## src/rtl/phy_pkg.sv

```systemverilog
// ============================================================================
// Module : phy_pkg
// Brief  : Line-code characters and receive FSM encoding shared by the TX/RX
//          serial PHY stages.
// Rev    : 1.0  initial release
// ============================================================================
`default_nettype none

package phy_pkg;

    localparam logic [7:0] COM  = 8'hBC;
    localparam logic [7:0] IDLE = 8'h7C;

    typedef enum logic [1:0] {
        SEARCH = 2'd0,
        ALIGN  = 2'd1,
        ACTIVE = 2'd2
    } rx_state_t;

    function automatic logic is_fill(input logic [7:0] b);
        return (b == COM) || (b == IDLE);
    endfunction

endpackage

`default_nettype wire

```

## src/rtl/sp_shift8.sv

```systemverilog
// ============================================================================
// Module : sp_shift8
// Brief  : Serial bit shifter with a byte-phase counter; exposes the candidate
//          byte formed with the bit currently on the line.
// Rev    : 1.0  initial release
// ============================================================================
`default_nettype none

module sp_shift8 (
    input  logic       clk_32f,
    input  logic       reset,
    input  logic       data_in,
    input  logic       realign,
    output logic [7:0] next_byte,
    output logic       boundary
);

    // Only the seven most recent bits are kept; the eighth is the live input.
    logic [6:0] r_sr;
    logic [2:0] r_bit_cnt;

    always_ff @(posedge clk_32f) begin
        if (!reset) begin
            r_sr      <= 7'd0;
            r_bit_cnt <= 3'd0;
        end else begin
            r_sr      <= {r_sr[5:0], data_in};
            r_bit_cnt <= realign ? 3'd0 : r_bit_cnt + 3'd1;
        end
    end

    assign next_byte = {r_sr, data_in};
    assign boundary  = (r_bit_cnt == 3'd7);

endmodule

`default_nettype wire

```

## src/rtl/recibidor_sp_rx.sv

```systemverilog
// ============================================================================
// Module : recibidor_sp_rx
// Brief  : Serial-to-parallel receiver: COM-based byte alignment, lock
//          detection and payload delivery with fill stripping.
// Rev    : 1.0  initial release
// ============================================================================
`default_nettype none

module recibidor_sp_rx
    import phy_pkg::*;
#(
    parameter int LOCK_COUNT = 4
) (
    input  logic       clk_32f,
    input  logic       reset,
    input  logic       data_in,
    output logic [7:0] data_out_sp,
    output logic       valid_out_sp,
    output logic       active_out
);

    localparam logic [3:0] c_lock = 4'(LOCK_COUNT);

    rx_state_t  r_state;
    logic [3:0] r_com_cnt;
    logic [7:0] r_data;
    logic       r_valid;
    logic       r_active;

    logic [7:0] w_nb;
    logic       w_boundary;
    logic       w_realign;
    logic [3:0] w_com_next;

    // Any COM seen while hunting defines the new byte phase.
    assign w_realign  = (r_state == SEARCH) && (w_nb == COM);
    assign w_com_next = r_com_cnt + 4'd1;

    sp_shift8 u_shift (
        .clk_32f   (clk_32f),
        .reset     (reset),
        .data_in   (data_in),
        .realign   (w_realign),
        .next_byte (w_nb),
        .boundary  (w_boundary)
    );

    always_ff @(posedge clk_32f) begin
        if (!reset) begin
            r_state   <= SEARCH;
            r_com_cnt <= 4'd0;
            r_data    <= 8'h00;
            r_valid   <= 1'b0;
            r_active  <= 1'b0;
        end else begin
            case (r_state)
                SEARCH: begin
                    if (w_nb == COM) begin
                        r_com_cnt <= 4'd1;
                        if (c_lock == 4'd1) begin
                            r_state  <= ACTIVE;
                            r_active <= 1'b1;
                            r_data   <= w_nb;
                            r_valid  <= 1'b0;
                        end else begin
                            r_state <= ALIGN;
                        end
                    end
                end
                ALIGN: begin
                    if (w_boundary) begin
                        if (w_nb == COM) begin
                            if (w_com_next >= c_lock) begin
                                r_state   <= ACTIVE;
                                r_active  <= 1'b1;
                                r_com_cnt <= c_lock;
                                r_data    <= w_nb;
                                r_valid   <= 1'b0;
                            end else begin
                                r_com_cnt <= w_com_next;
                            end
                        end else begin
                            r_state   <= SEARCH;
                            r_com_cnt <= 4'd0;
                        end
                    end
                end
                ACTIVE: begin
                    // Lock is sticky; only reset leaves this state.
                    if (w_boundary) begin
                        r_data  <= w_nb;
                        r_valid <= !is_fill(w_nb);
                    end
                end
                default: begin
                    r_state <= SEARCH;
                end
            endcase
        end
    end

    assign data_out_sp  = r_data;
    assign valid_out_sp = r_valid;
    assign active_out   = r_active;

endmodule

`default_nettype wire

```

## config.mk

```make
export PLATFORM = sky130hd
export DESIGN_NAME = recibidor_sp_rx
export DESIGN_NICKNAME = d
export VERILOG_FILES = /design/src/rtl/phy_pkg.sv /design/src/rtl/sp_shift8.sv /design/src/rtl/recibidor_sp_rx.sv
export SDC_FILE = /design/constraint.sdc
export NUM_CORES = 1
export LEC_CHECK = 0
export ABC_AREA = 1
export ABC_CLOCK_PERIOD_IN_PS = 1400
export BUFFER_PORTS_ARGS = -buffer_cell sky130_fd_sc_hd__buf_2
export CAP_MARGIN = 0
export CORE_ASPECT_RATIO = 0.7
export CORE_MARGIN = 5
export CORE_UTILIZATION = 50
export CTS_CLUSTER_SIZE = 20
export DETAILED_ROUTE_END_ITERATION = 8
export PLACE_DENSITY = 0.73
export RECOVER_POWER = 50
export SLEW_MARGIN = 20
export SYNTH_ARGS = -nofsm -noshare
export SYNTH_HDL_FRONTEND = slang
export SYNTH_SLANG_ARGS = --single-unit
```

## constraint.sdc

```tcl
create_clock -name clk_32f -period 1.4 [get_ports clk_32f]
set_input_delay 0.07 -clock clk_32f [delete_from_list [all_inputs] [get_ports clk_32f]]
set_output_delay 0.07 -clock clk_32f [all_outputs]
set_load 0.005 [all_outputs]
```

# Word level (Yosys, flattened, before mapping)
# Index checks and enable logic that the tools add are counted.
# word_totals
out_inout_bits	10
word_cells	54
input_bits	3
regBits	26
# op_classes
n_reduce_logical	11
add_sub_neg	2
muxes	20
n_eq_ne	11
bitwise	2
n_lt_le_gt_ge	1
# ops
cell	n
8-bit two-way mux	4
4-bit two-way mux	4
8-bit one-hot mux with 2 select lines	1
8-bit by 7-bit equality test with 1-bit output, second input constant	1
8-bit equality test, second input constant	1
2-bit two-way mux	4
4-bit one-hot mux with 2 select lines	1
4-bit AND reduction	2
2-bit by 1-bit != test with 1-bit output, second input constant	3
2-bit one-hot mux with 3 select lines	1
5-bit AND reduction	1
4-bit by 1-bit adder with 4-bit output, second input constant	1
4-bit by 3-bit >= comparator with 1-bit output, second input constant	1
1-bit two-way mux	4
2-bit != test, second input constant	2
2-bit nonzero test	2
3-bit by 1-bit adder with 3-bit output, second input constant	1
3-bit equality test, second input constant	1
3-bit != test, second input constant	1
3-bit AND reduction	1
2-bit by 1-bit equality test with 1-bit output, second input constant	1
2-bit equality test, second input constant	1
2-bit logical NOT	1
1-bit NOT	2
other kinds (5)	5

# Longest topological paths before layout
# logic_depth
depth_word	6
mapped_depth	10
mapped_depth_nobuf	10

# Cells and area by module
# A second synthesis with hierarchy kept.
# unflattened
cells_unflattened	154
area_unflattened_um2	1167.4
# modules_own_cells
module	seq_area_each_um2	area_each_um2	n_inst	cells_each
recibidor_sp_rx	320.3	850.8	1	119
sp_shift8	200.2	316.6	1	35

# Least setup slack after synthesis
# Ideal clock, no wire load.
# synth_timing
path_type	reg-to-reg
startpoint	register u_shift.r_bit_cnt[0]
endpoint	register r_data[1], in the netlist data_out_sp[1]
setup_slack_ns	0.043
setup_time_ns	0.115
period_less_slack_ns	1.357
required_time_ns	1.285
path_stages_with_launch	9
arrival_ns	1.242
path_buffers	1
path_cell_list	dfxtp_1 -> ha_1 -> ha_1 -> nand2_1 -> nor2_2 -> nand2_1 -> buf_4 -> a21oi_1 -> nor2_1
# synth_between
elab_chain_cells	3
word_cells_on_any_way	4
classes_between	eq/ne (3); reduce/logical (1)
# synth_lines
item	line_no	rtl
start, declared	sp_shift8.sv:20	logic [2:0] r_bit_cnt;
start signal, assigned	sp_shift8.sv:28	r_bit_cnt <= realign ? 3'd0 : r_bit_cnt + 3'd1;
3-bit equality test *	sp_shift8.sv:33	assign boundary = (r_bit_cnt == 3'd7);
2-bit by 1-bit != test with 1-bit output (no line)	-	
5-bit AND reduction (no line) *	-	
end signal, assigned	recibidor_sp_rx.sv:63	r_data <= w_nb;
end signal, assigned	recibidor_sp_rx.sv:77	r_data <= w_nb;
end signal, assigned	recibidor_sp_rx.sv:91	r_data <= w_nb;
end, declared	recibidor_sp_rx.sv:26	logic [7:0] r_data;
# Every way passes the cells marked *; elsewhere a longest branch is shown, timed or not.
# A chain may end at the register's enable or synchronous reset.

# Worst setup path after layout
# layout_timing
startpoint	input data_in
endpoint	register r_data[0], in the netlist data_out_sp[0]
# layout_between
elab_chain_cells	4
word_cells_on_any_way	8
classes_between	eq/ne (2); mux (5); reduce/logical (1)
# layout_lines
item	line_no	rtl
start, declared	recibidor_sp_rx.sv:16	input logic data_in,
parallel branches: the longest is 4 deep, another holds 8-bit equality test	-	
# Parallel ways; which one is timed is not known. The select of a mux whose other input is x is not followed.

==> impl_results.md <==
- Final Cycle Share: between 90% and 100%
- Antenna violations before repair: 0
- Status: finished clean
- Mux share of post-synthesis cell area: 0%
- CTS Sinks: 26
- Hold Vio Cnt, Final: 0
- # nets final: 194
- Vias in the first global route: 840
- Combinational family with the most area after synthesis: simple AND/OR/NAND/NOR gates
- Via Count: 1049
- Synth cell types: 21
- Starting density of the core: 52.9%
- Worst Hold Depth: 3
- CTS Buf Count: 3
- Cells after Synth: 161
- GPL Wtd Cong: 0.825
- Design area: 1520 um^2
- Critical path capture point type: flop
- Yosys reg bits: 26
- Root buffer cell: clkbuf_4
- Wire per inst: 11.4 um
- Clock skew: 0.00866 ns
- Top_reg_cell synth: dfxtp_1
- WL final: between 2000 and 2500 um
- Wire length of the first global-routing pass: between 3000 and 4000 um
- Worst-Margin Slew: 0.279 ns
- Via/cell ratio: between 4 and 5
- IO buf count: 12
- Simple-gate share of the synthesized area: 30.7%
- Final worst slack: ~0.020 ns
- Async SR Flop Fraction: 0%
- Most frequent cells after synthesis: 33 x nand2_1, 30 x inv_1, 26 x dfxtp_1
- DRC violation count after routing: 0
- Max Freq: 724 MHz
- Clk slew on worst S/H paths: 0.13 ns
- Max Buffers Root-to-Sink: 2
- Hpwl dp: between 1500 and 2000 um
- Max-slew violations: 0
- CORE AREA: about 2200 um^2
- Die W: 67.3 um
- Max-Cap Viols: 0
- Rows: 14
- DRT iter0 DRCs: between 100 and 150
- Worst EP required: 1.67 ns
- DR WL met2: 1210 um
- Adder-cell area share of the yosys netlist: 3.27%
- Antenna diode instance count: 0
- Setup TNS: 0 ns
- Crit start category: primary input
- Met1 Wirelength: 1160 um
- Mapped Nets: 167
- Met3 routed WL: roughly 96 um
- Unrepaired setup endpoints after global routing: true
- Top Ports: 13
- Area of the die: 3370 um^2
- Share of post-route cells with drive strength above 1: between 30 and 40%
- Top cell type's share of synthesized area: 45.3%
- DR pass1 iterations: 4
- CTS H-tree depth: 1
- Top sig layer: met4
- GRT overflow: 0
- Tmin final: around 1.4 ns
- Synth warnings: 0
- CP Max Fanout: 5
- Number of synthesized flops with an enable pin: 0
- Total GRT Usage: 14.9%
- WS Path Type: primary input to flop
- Area grow syn2layout: 32.0%
- Place WS: -0.0285 ns
- Register area share after synthesis: 45.3%
- PD cells: 782 nW/um^2
- Critical path arrival: 1.65 ns
- Most numerous cell in the Yosys netlist: nand2_1
- Worst skew pair latency: 0.32 ns
- XOR/XNOR Fraction of Synth Area: 0%
- Post-DP Area: 1310 um^2
- R2R cell count: 9
- Hold Path Class: primary input to flop
- Leakage: 0.806 nW
- Compound-Gate Fraction of Synth Area: 7.63%
- CTS tree: yes
- Endpoints failing setup: 0
- Syn Area/Cell: 7.13 um^2
- Largest net degree at the start of global routing: 21
- Peak VDD IR: 0.000663 V
- Die Ht: 50.1 um
- Top cells by area, synth: dfxtp_1 45%, nand2_1 11%, inv_1 9.8%, nand3_1 6.5%, a21oi_1 6.1%
- Routed Antenna Nets: 0
- Yosys top cell by area: dfxtp_1
- Mapped Area: 1150 um^2
- Slew margin rel.: 81.4%
-- area by class of cell --
type | instances | area (um^2)
Fill cell | 200 | 656
Multi-Input combinational cell | 99 | 567
Sequential cell | 26 | 528
Timing Repair Buffer | 27 | 229
Inverter | 31 | 116
Tap cell | 32 | 40.0
Clock buffer | 4 | 36.3
-- placed cells by master (no fill, tap or decap), types with 3 or more instances in the layout --
cell / count
nor2_4: 3
a21oi_2: 5
nand2_1: 30
dfxtp_2: 6
nor2_2: 3
inv_2: 3
nand2_2: 4
dfxtp_1: 20
buf_2: 11
buf_4: 11
nand3_1: 13
nor2_1: 16
clkbuf_4: 3
inv_1: 28
a21oi_1: 9
-- report_power, final --
group / total (mW) / switching [mW] / internal [mW]
Clock: 0.371 / 0.212 / 0.159
Sequential: 0.763 / 0.00938 / 0.753
Combinational: 0.0516 / 0.0291 / 0.0225
-- layer usage --
metal,track usage (%),vias up
met3,5.45,4
li1,-,544
met5,0,-
met2,22.3,17
met4,3.70,0
met1,20.1,484
-- kinds of logic after synthesis --
| logic type | after synthesis |
|---|---|
| adders and majority gates | 3 |
| DFF | 26 |
| buffers and inverters | 36 |
| AOI/OAI and AO/OA | 17 |
| and+or+nand+nor | 79 |
-- critical path, stage by stage --
cell	delay, ns
dlygate4sd3_1	0.59
inv_1	0.09
nand2_2	0.07
nor2_4	0.12
nand2_2	0.09
nor2_4	0.13
nand2_4	0.10
clkbuf_16	0.16
nand3_1	0.06
nand2_1	0.06
nor2_1	0.10
-- flip-flops by register name, summed over array words and instances, names as in the netlist --
name / count
data_out_sp: 8
u_shift.r_sr: 7
r_com_cnt: 4
u_shift.r_bit_cnt: 3
r_state: 2
active_out: 1
valid_out_sp: 1
-- path summary, 6_finish.rpt --
| path | start | endpoint | slack [ns] |
|---|---|---|---|
| worst min register to register | u_shift.r_bit_cnt[0] | u_shift.r_bit_cnt[0] | 0.44 |
| worst max-delay path | data_in | data_out_sp[0] | 0.02 |
| worst min-delay path | reset | u_shift.r_sr[1] | 0.1 |
| worst max register to register | u_shift.r_bit_cnt[0] | data_out_sp[0] | 0.04 |
-- metrics by stage --
| step | std cells | hold WS [ns] | util, % | power (mW) |
|---|---|---|---|---|
| after CTS | 216 | 0.0798 | 63.2 | 1.18 |
| after global placement | 211 | 0.294 | 60.3 | 0.811 |
| after detailed placement | 211 | 0.303 | 60.3 | 0.814 |
| after global routing | 219 | 0.0876 | 69.8 | 1.25 |
| final | 219 | 0.0963 | 69.8 | 1.19 |
| after floorplan | 161 | 0.163 | - | 0.798 |
-- repair_timing --
| action | in CTS | in global routing |
|---|---|---|
| hold endpoints to repair | 1 | 0 |
| resized for setup | 5 | 24 |
| pin swaps | 0 | 9 |
| hold buffers | 1 | 0 |
| setup buffers | 0 | 1 |
| cloned | 0 | 3 |
| endpoints found under the setup margin | 9 | 13 |
Power figures use the tool's default switching activity.
